`src/rtl/stream_demux_1xn.sv`:
```
// rtl/stream_demux_1xn.sv - registered 1-to-N valid/ready stream demultiplexer with optional packet lock
module stream_demux_1xn #(
    parameter int WIDTH    = 8,
    parameter int SEL_W    = 3,
    parameter int PKT_MODE = 1
) (
    input  logic                          clk,
    input  logic                          rst,
    input  logic [WIDTH-1:0]              in_data,
    input  logic [SEL_W-1:0]              in_sel,
    input  logic                          in_valid,
    input  logic                          in_last,
    output logic                          in_ready,
    output logic [(2**SEL_W)*WIDTH-1:0]   out_data,
    output logic [(2**SEL_W)-1:0]         out_last,
    output logic [(2**SEL_W)-1:0]         out_valid,
    input  logic [(2**SEL_W)-1:0]         out_ready,
    output logic                          busy,
    output logic [SEL_W-1:0]              cur_sel
);

    localparam int N = 2**SEL_W;

    typedef enum logic {
        IDLE = 1'b0,
        PKT  = 1'b1
    } state_t;

    state_t               r_state;
    state_t               w_state_nxt;
    logic [SEL_W-1:0]     r_lock_sel;
    logic [SEL_W-1:0]     w_lock_sel_nxt;
    logic [N*WIDTH-1:0]   r_data;
    logic [N-1:0]         r_last;
    logic [N-1:0]         r_valid;
    logic [SEL_W-1:0]     w_route;
    logic                 w_accept;
    logic                 w_last_in;
    logic [N-1:0]         w_load;

    // Route: locked channel while inside a packet, otherwise the live select.
    assign w_route   = (PKT_MODE != 0 && r_state == PKT) ? r_lock_sel : in_sel;

    // Only the routed channel's register gates the input, so a stalled
    // channel never blocks traffic headed elsewhere.
    assign in_ready  = !rst && (!r_valid[w_route] || out_ready[w_route]);
    assign w_accept  = in_valid && in_ready;
    assign w_last_in = (PKT_MODE != 0) ? in_last : 1'b0;
    assign w_load    = {{(N-1){1'b0}}, w_accept} << w_route;

    assign out_data  = r_data;
    assign out_last  = r_last;
    assign out_valid = r_valid;
    assign busy      = (r_state == PKT);
    assign cur_sel   = w_route;

    // Packet FSM next state: lock the route on a non-final first beat, release on the last beat.
    always_comb begin
        w_state_nxt    = r_state;
        w_lock_sel_nxt = r_lock_sel;
        if (PKT_MODE != 0 && w_accept) begin
            case (r_state)
                IDLE: begin
                    if (!in_last) begin
                        w_state_nxt    = PKT;
                        w_lock_sel_nxt = in_sel;
                    end
                end
                PKT: begin
                    if (in_last) begin
                        w_state_nxt = IDLE;
                    end
                end
                default: w_state_nxt = IDLE;
            endcase
        end
    end

    // FSM state and locked route registers.
    always_ff @(posedge clk) begin
        if (rst) begin
            r_state    <= IDLE;
            r_lock_sel <= '0;
        end else begin
            r_state    <= w_state_nxt;
            r_lock_sel <= w_lock_sel_nxt;
        end
    end

    // Per-channel one-entry output registers: a load wins over a drain, and
    // payload only changes on a load so stalled beats stay stable.
    always_ff @(posedge clk) begin
        if (rst) begin
            r_data  <= '0;
            r_last  <= '0;
            r_valid <= '0;
        end else begin
            for (int k = 0; k < N; k++) begin
                if (w_load[k]) begin
                    r_data[k*WIDTH +: WIDTH] <= in_data;
                    r_last[k]                <= w_last_in;
                    r_valid[k]               <= 1'b1;
                end else if (out_ready[k]) begin
                    r_valid[k]               <= 1'b0;
                end
            end
        end
    end

endmodule

```
`config.mk`:
```
export PLATFORM = sky130hd
export DESIGN_NAME = stream_demux_1xn
export DESIGN_NICKNAME = d
export VERILOG_FILES = /design/src/rtl/stream_demux_1xn.sv
export SDC_FILE = /design/constraint.sdc
export NUM_CORES = 1
export LEC_CHECK = 0
export ABC_AREA = 1
export BUFFER_PORTS_ARGS = -buffer_cell sky130_fd_sc_hd__buf_4
export CAP_MARGIN = 40
export CORE_ASPECT_RATIO = 1.75
export CORE_MARGIN = 2
export CORE_UTILIZATION = 40
export DETAILED_ROUTE_END_ITERATION = 6
export PLACE_DENSITY = 0.72
export SETUP_SLACK_MARGIN = 0.15
export SLEW_MARGIN = 0
export SYNTH_ARGS = -nofsm -noshare
export SYNTH_HDL_FRONTEND = slang
export SYNTH_SLANG_ARGS = --single-unit
```
`constraint.sdc`:
```
create_clock -name clk -period 4.05 [get_ports clk]
set_input_delay 0.81 -clock clk [delete_from_list [all_inputs] [get_ports clk]]
set_output_delay 0.81 -clock clk [all_outputs]
set_load 0.03 [all_outputs]
```
Word-level counts from Yosys, hierarchy flattened
Cells that the tools add are included.
- magnitude comparators: 1
- shifts and indexed selects: 1
- muxes and demuxes: 22
- bitwise logic cells: 2
- reductions and logical operators: 14
- operator list (operator ; number):
    1-bit two-way mux ; 19
    2-bit nonzero test ; 8
    1-bit by 3-bit << shifter with 8-bit output ; 1
    1-bit binary-select mux with 3-bit select ; 2
    3-bit by 4-bit < comparator with 1-bit output, second input constant ; 1
    3-bit two-way mux ; 1
    3-bit AND reduction ; 1
    1-bit logical AND ; 2
    1-bit zero test ; 2
    1-bit inverter ; 2
    1-bit logical OR ; 1
- register bits after elaboration: 84
- output and inout port bits: 85
- logic and storage cells: 66

Depth between registers and ports, before layout
- word-level depth: 9
- gate-level depth with buffers: 15
- gate-level depth less buffers: 12

Worst setup path before layout
OpenSTA, ideal clock, no wires.
- path type: register -> output
- start: reg r_state (netlist: busy)
- end: out cur_sel[1]
- data arrival time: 1.876 ns
- data required time: 3.240 ns
- slack: 1.364 ns
- stages on the path, launching flop included: 6
- cells stage by stage: dfxtp_1 buf_4 inv_4 o21ai_4 clkbuf_1 clkbuf_1
- longest elaborated chain between the ends: 1
- ends and longest elaborated chain (what ; RTL line ; text):
    start, declared ; 29 ; state_t r_state;
    start signal, assigned ; 85 ; r_state <= w_state_nxt;
    3-bit two-way mux ; 42 ; assign w_route = (PKT_MODE != 0 && r_state == PKT) ? r_lock_sel : in_sel;
    end, declared ; 19 ; output logic [SEL_W-1:0] cur_sel
Every way passes these cells.

Final worst setup path
- start: reg r_state (netlist: busy)
- end: out in_ready
- longest elaborated chain between the ends: 6
- elaborated cells between the ends (all ways): 8
- ends and longest elaborated chain (what ; RTL line ; text):
    3-bit two-way mux (*) ; 42 ;
    1-bit binary-select mux with 3-bit select ; 46 ; assign in_ready = !rst && (!r_valid[w_route] || out_ready[w_route]);
    1-bit two-way mux (not written as such) ; 46 ;
    1-bit zero test ; 46 ;
    1-bit logical OR (*) ; 46 ;
    1-bit logical AND (*) ; 46 ;
    end, declared ; 13 ; output logic in_ready,
Every way passes the cells marked *; elsewhere a longest branch is shown, timed or not. The select of a mux whose other input is x is not followed.

==> metrics.cfg <==
[sta]
finClkSkew_ns = 0.00861
min_period_ns = 3.19
fin_tns_setup_ns = 0
fin_crit_sh = 0.789
fmax_ghz = 0.313
tightest_slew_ns = 0.808
slew_headroom = 0.460
finalMaxSlewViolations = 0
timing.final.hold_violations = 0
setup_viol = 0
holdWs_ns = 0.467
grt_setup_unrepaired = no

[grt]
grt.total_usage = 0.211
grt_overflow = 0
top_usage_layer = met2
grt_max_degree = 73
gr-usage-met3 = 0.0393
grt_pass1_vias = 3726
grt_antenna_before_repair = 0
grt_pass1_wl_um = 18600
grtUsageMet1 = 0.248
globalRouteMet2Util = 0.366

[synth]
synth_flop_cell = dfxtp_1
async_flop_share = 0
synth_area_leaders = dfxtp_1 40%, inv_1 15%, nand2_1 14%, nand4_1 11%, nor2_1 7.0%
synthesis.nets = 670
mappedNetlistArea_mm2 = 0.00424
yosys_warnings = 0
yosysTopAreaCell = dfxtp_1
synth_top_cell_area_share = 0.396
ys_ff_latch = 84
syn_inst = 647
synth_edf_count = 0
avgSynthCellArea_um2 = 6.56
yosysSeqAreaShare = 0.396
yosysMostFrequentCell = inv_1
synth.distinct_cells = 23
synth_common_cells = 173 x inv_1, 159 x nand2_1, 84 x dfxtp_1

[placement]
gp_congestion = 0.821
placedCellCount = 851
dp_hpwl_um = 8130
port_buffers = 107

[detailed_routing]
ant_nets = 0
avgViaCountPerCell = 4.76
drt-initial-drc-count = 323
vias = 4112
wl_per_cell_um = 13.7
drc_errors = 0
routed_wl_um = 11900
dr.pass1.iters = 5

[power_and_ir_drop]
p_per_area_mw_per_mm2 = 351
peakVddDrop_v = 0.000229
leakage_nw = 2.67

[floorplan]
coreArea_mm2 = 0.0103
die_y_um = 140
pin_count = 108
start_util = 0.412
std_cell_rows = 49
die-area_mm2 = 0.0115
die_w_um = 81.9

[finish]
finalNetCount = 758
layout-drive-gt1-share = 0.198
num_antenna_cells = 0
final_cell_count_no_fill = 864
syn_to_final_growth_pct = 26.1
final_core_util = 0.520

[cts]
clock_path_buffers = 2
cts.sinks = 84
hold_buffers = 0
cts_tree = yes
ctsRootBufferMaster = clkbuf_16
clk_pin_slew_ns = 0.06
cts_setup_buffers = 0
cts_inserted_buffers = 9
ctsResizeCount = 0
htreeDepth = 3
insertion_delay_ns = 0.34

[setup_path]
timing.rr.start = busy
crit_required_ns = 3.24
end_kind = output pin
path_max_fanout = 11
r2r_cells = 7
cp-startpoint = busy
arrival_ns = 2.38
start_kind = register
crit_path_end = in_ready
r2r_end = out_data[14]
r2r_slack_ns = 1.02
critPathKind = register to output pin

[hold_path]
min_path_type = register to register

[run]
maxCapViolCount = 0

[outcome]
outcome = finished, final reports clean

logic make-up after synthesis:
logic type      Yosys count  synth area share
compound gates           15            0.0221
buf+inv                 210             0.193
simple gates            338             0.388
flops                    84             0.396
layer usage:
metal  routed length (um)  up-vias
met5                    0        -
met4                  345        0
met3                  683       22
met2                 6240      125
met1                 4610     1845
li1                     -     2120
critical path, cell delays in order, from the launching register on:
cell	delay, ns
dfxtp_1	0.61
nand2_1	0.22
nand2_1	0.51
nand2_1	0.14
nand3_1	0.12
nand3_2	0.11
nand3_2	0.13
inv_1	0.04
buf_4	0.16
stage by stage:
step | setup slack (ns) | area, um2 | power, mW
global placement | 1.00 | 5100 | 1.16
detailed placement | 0.911 | 5100 | 1.16
floorplan | 1.36 | 4240 | 1.07
CTS | 0.849 | 5350 | 1.89
finish | 0.855 | 5350 | 1.88
global route | 0.671 | 5350 | 1.95
worst min-delay path by stage:
stage / from / to / slack [ns] / cells past startpoint
finish: r_lock_sel[0] / r_lock_sel[0] / 0.47 / 2
global route: r_lock_sel[0] / r_lock_sel[0] / 0.48 / 2
CTS: r_lock_sel[0] / r_lock_sel[0] / 0.47 / 2
detailed placement: r_lock_sel[0] / r_lock_sel[0] / 0.46 / 2
global placement: r_lock_sel[2] / r_lock_sel[2] / 0.45 / 2
floorplan: r_lock_sel[2] / r_lock_sel[2] / 0.43 / 2
registers in the layout, indices dropped and copies added (netlist names):
signal,cells
busy,1
out_data,64
out_last,8
out_valid,8
r_lock_sel,3
report_power, final:
part | internal, mW | switching (mW) | leakage, nW
combinational | 0.0839 | 0.201 | 1.86
sequential | 0.846 | 0.0131 | 0.679
clock | 0.422 | 0.313 | 0.127
cell usage in the layout (no fill, tap or decap), types with 3 or more instances in the layout:
| cell | instances |
|---|---|
| nand4_1 | 75 |
| inv_1 | 172 |
| clkbuf_16 | 9 |
| dfxtp_1 | 84 |
| a21oi_1 | 11 |
| nand3_1 | 8 |
| nand3_2 | 4 |
| nor2_4 | 3 |
| nor2_1 | 79 |
| nand2_1 | 159 |
| nand4_2 | 3 |
| buf_4 | 112 |
| o21ai_4 | 3 |
| nand4_4 | 6 |
cell type report:
type	count	area, um2
timing repair buffer	112	841
clock inverter	2	13.8
multi-input combinational	353	1760
sequential	84	1680
tap	127	159
fill	1018	4950
inverter	175	659
clock buffer	11	243
No activity file was read; power rests on OpenSTA's default activity.
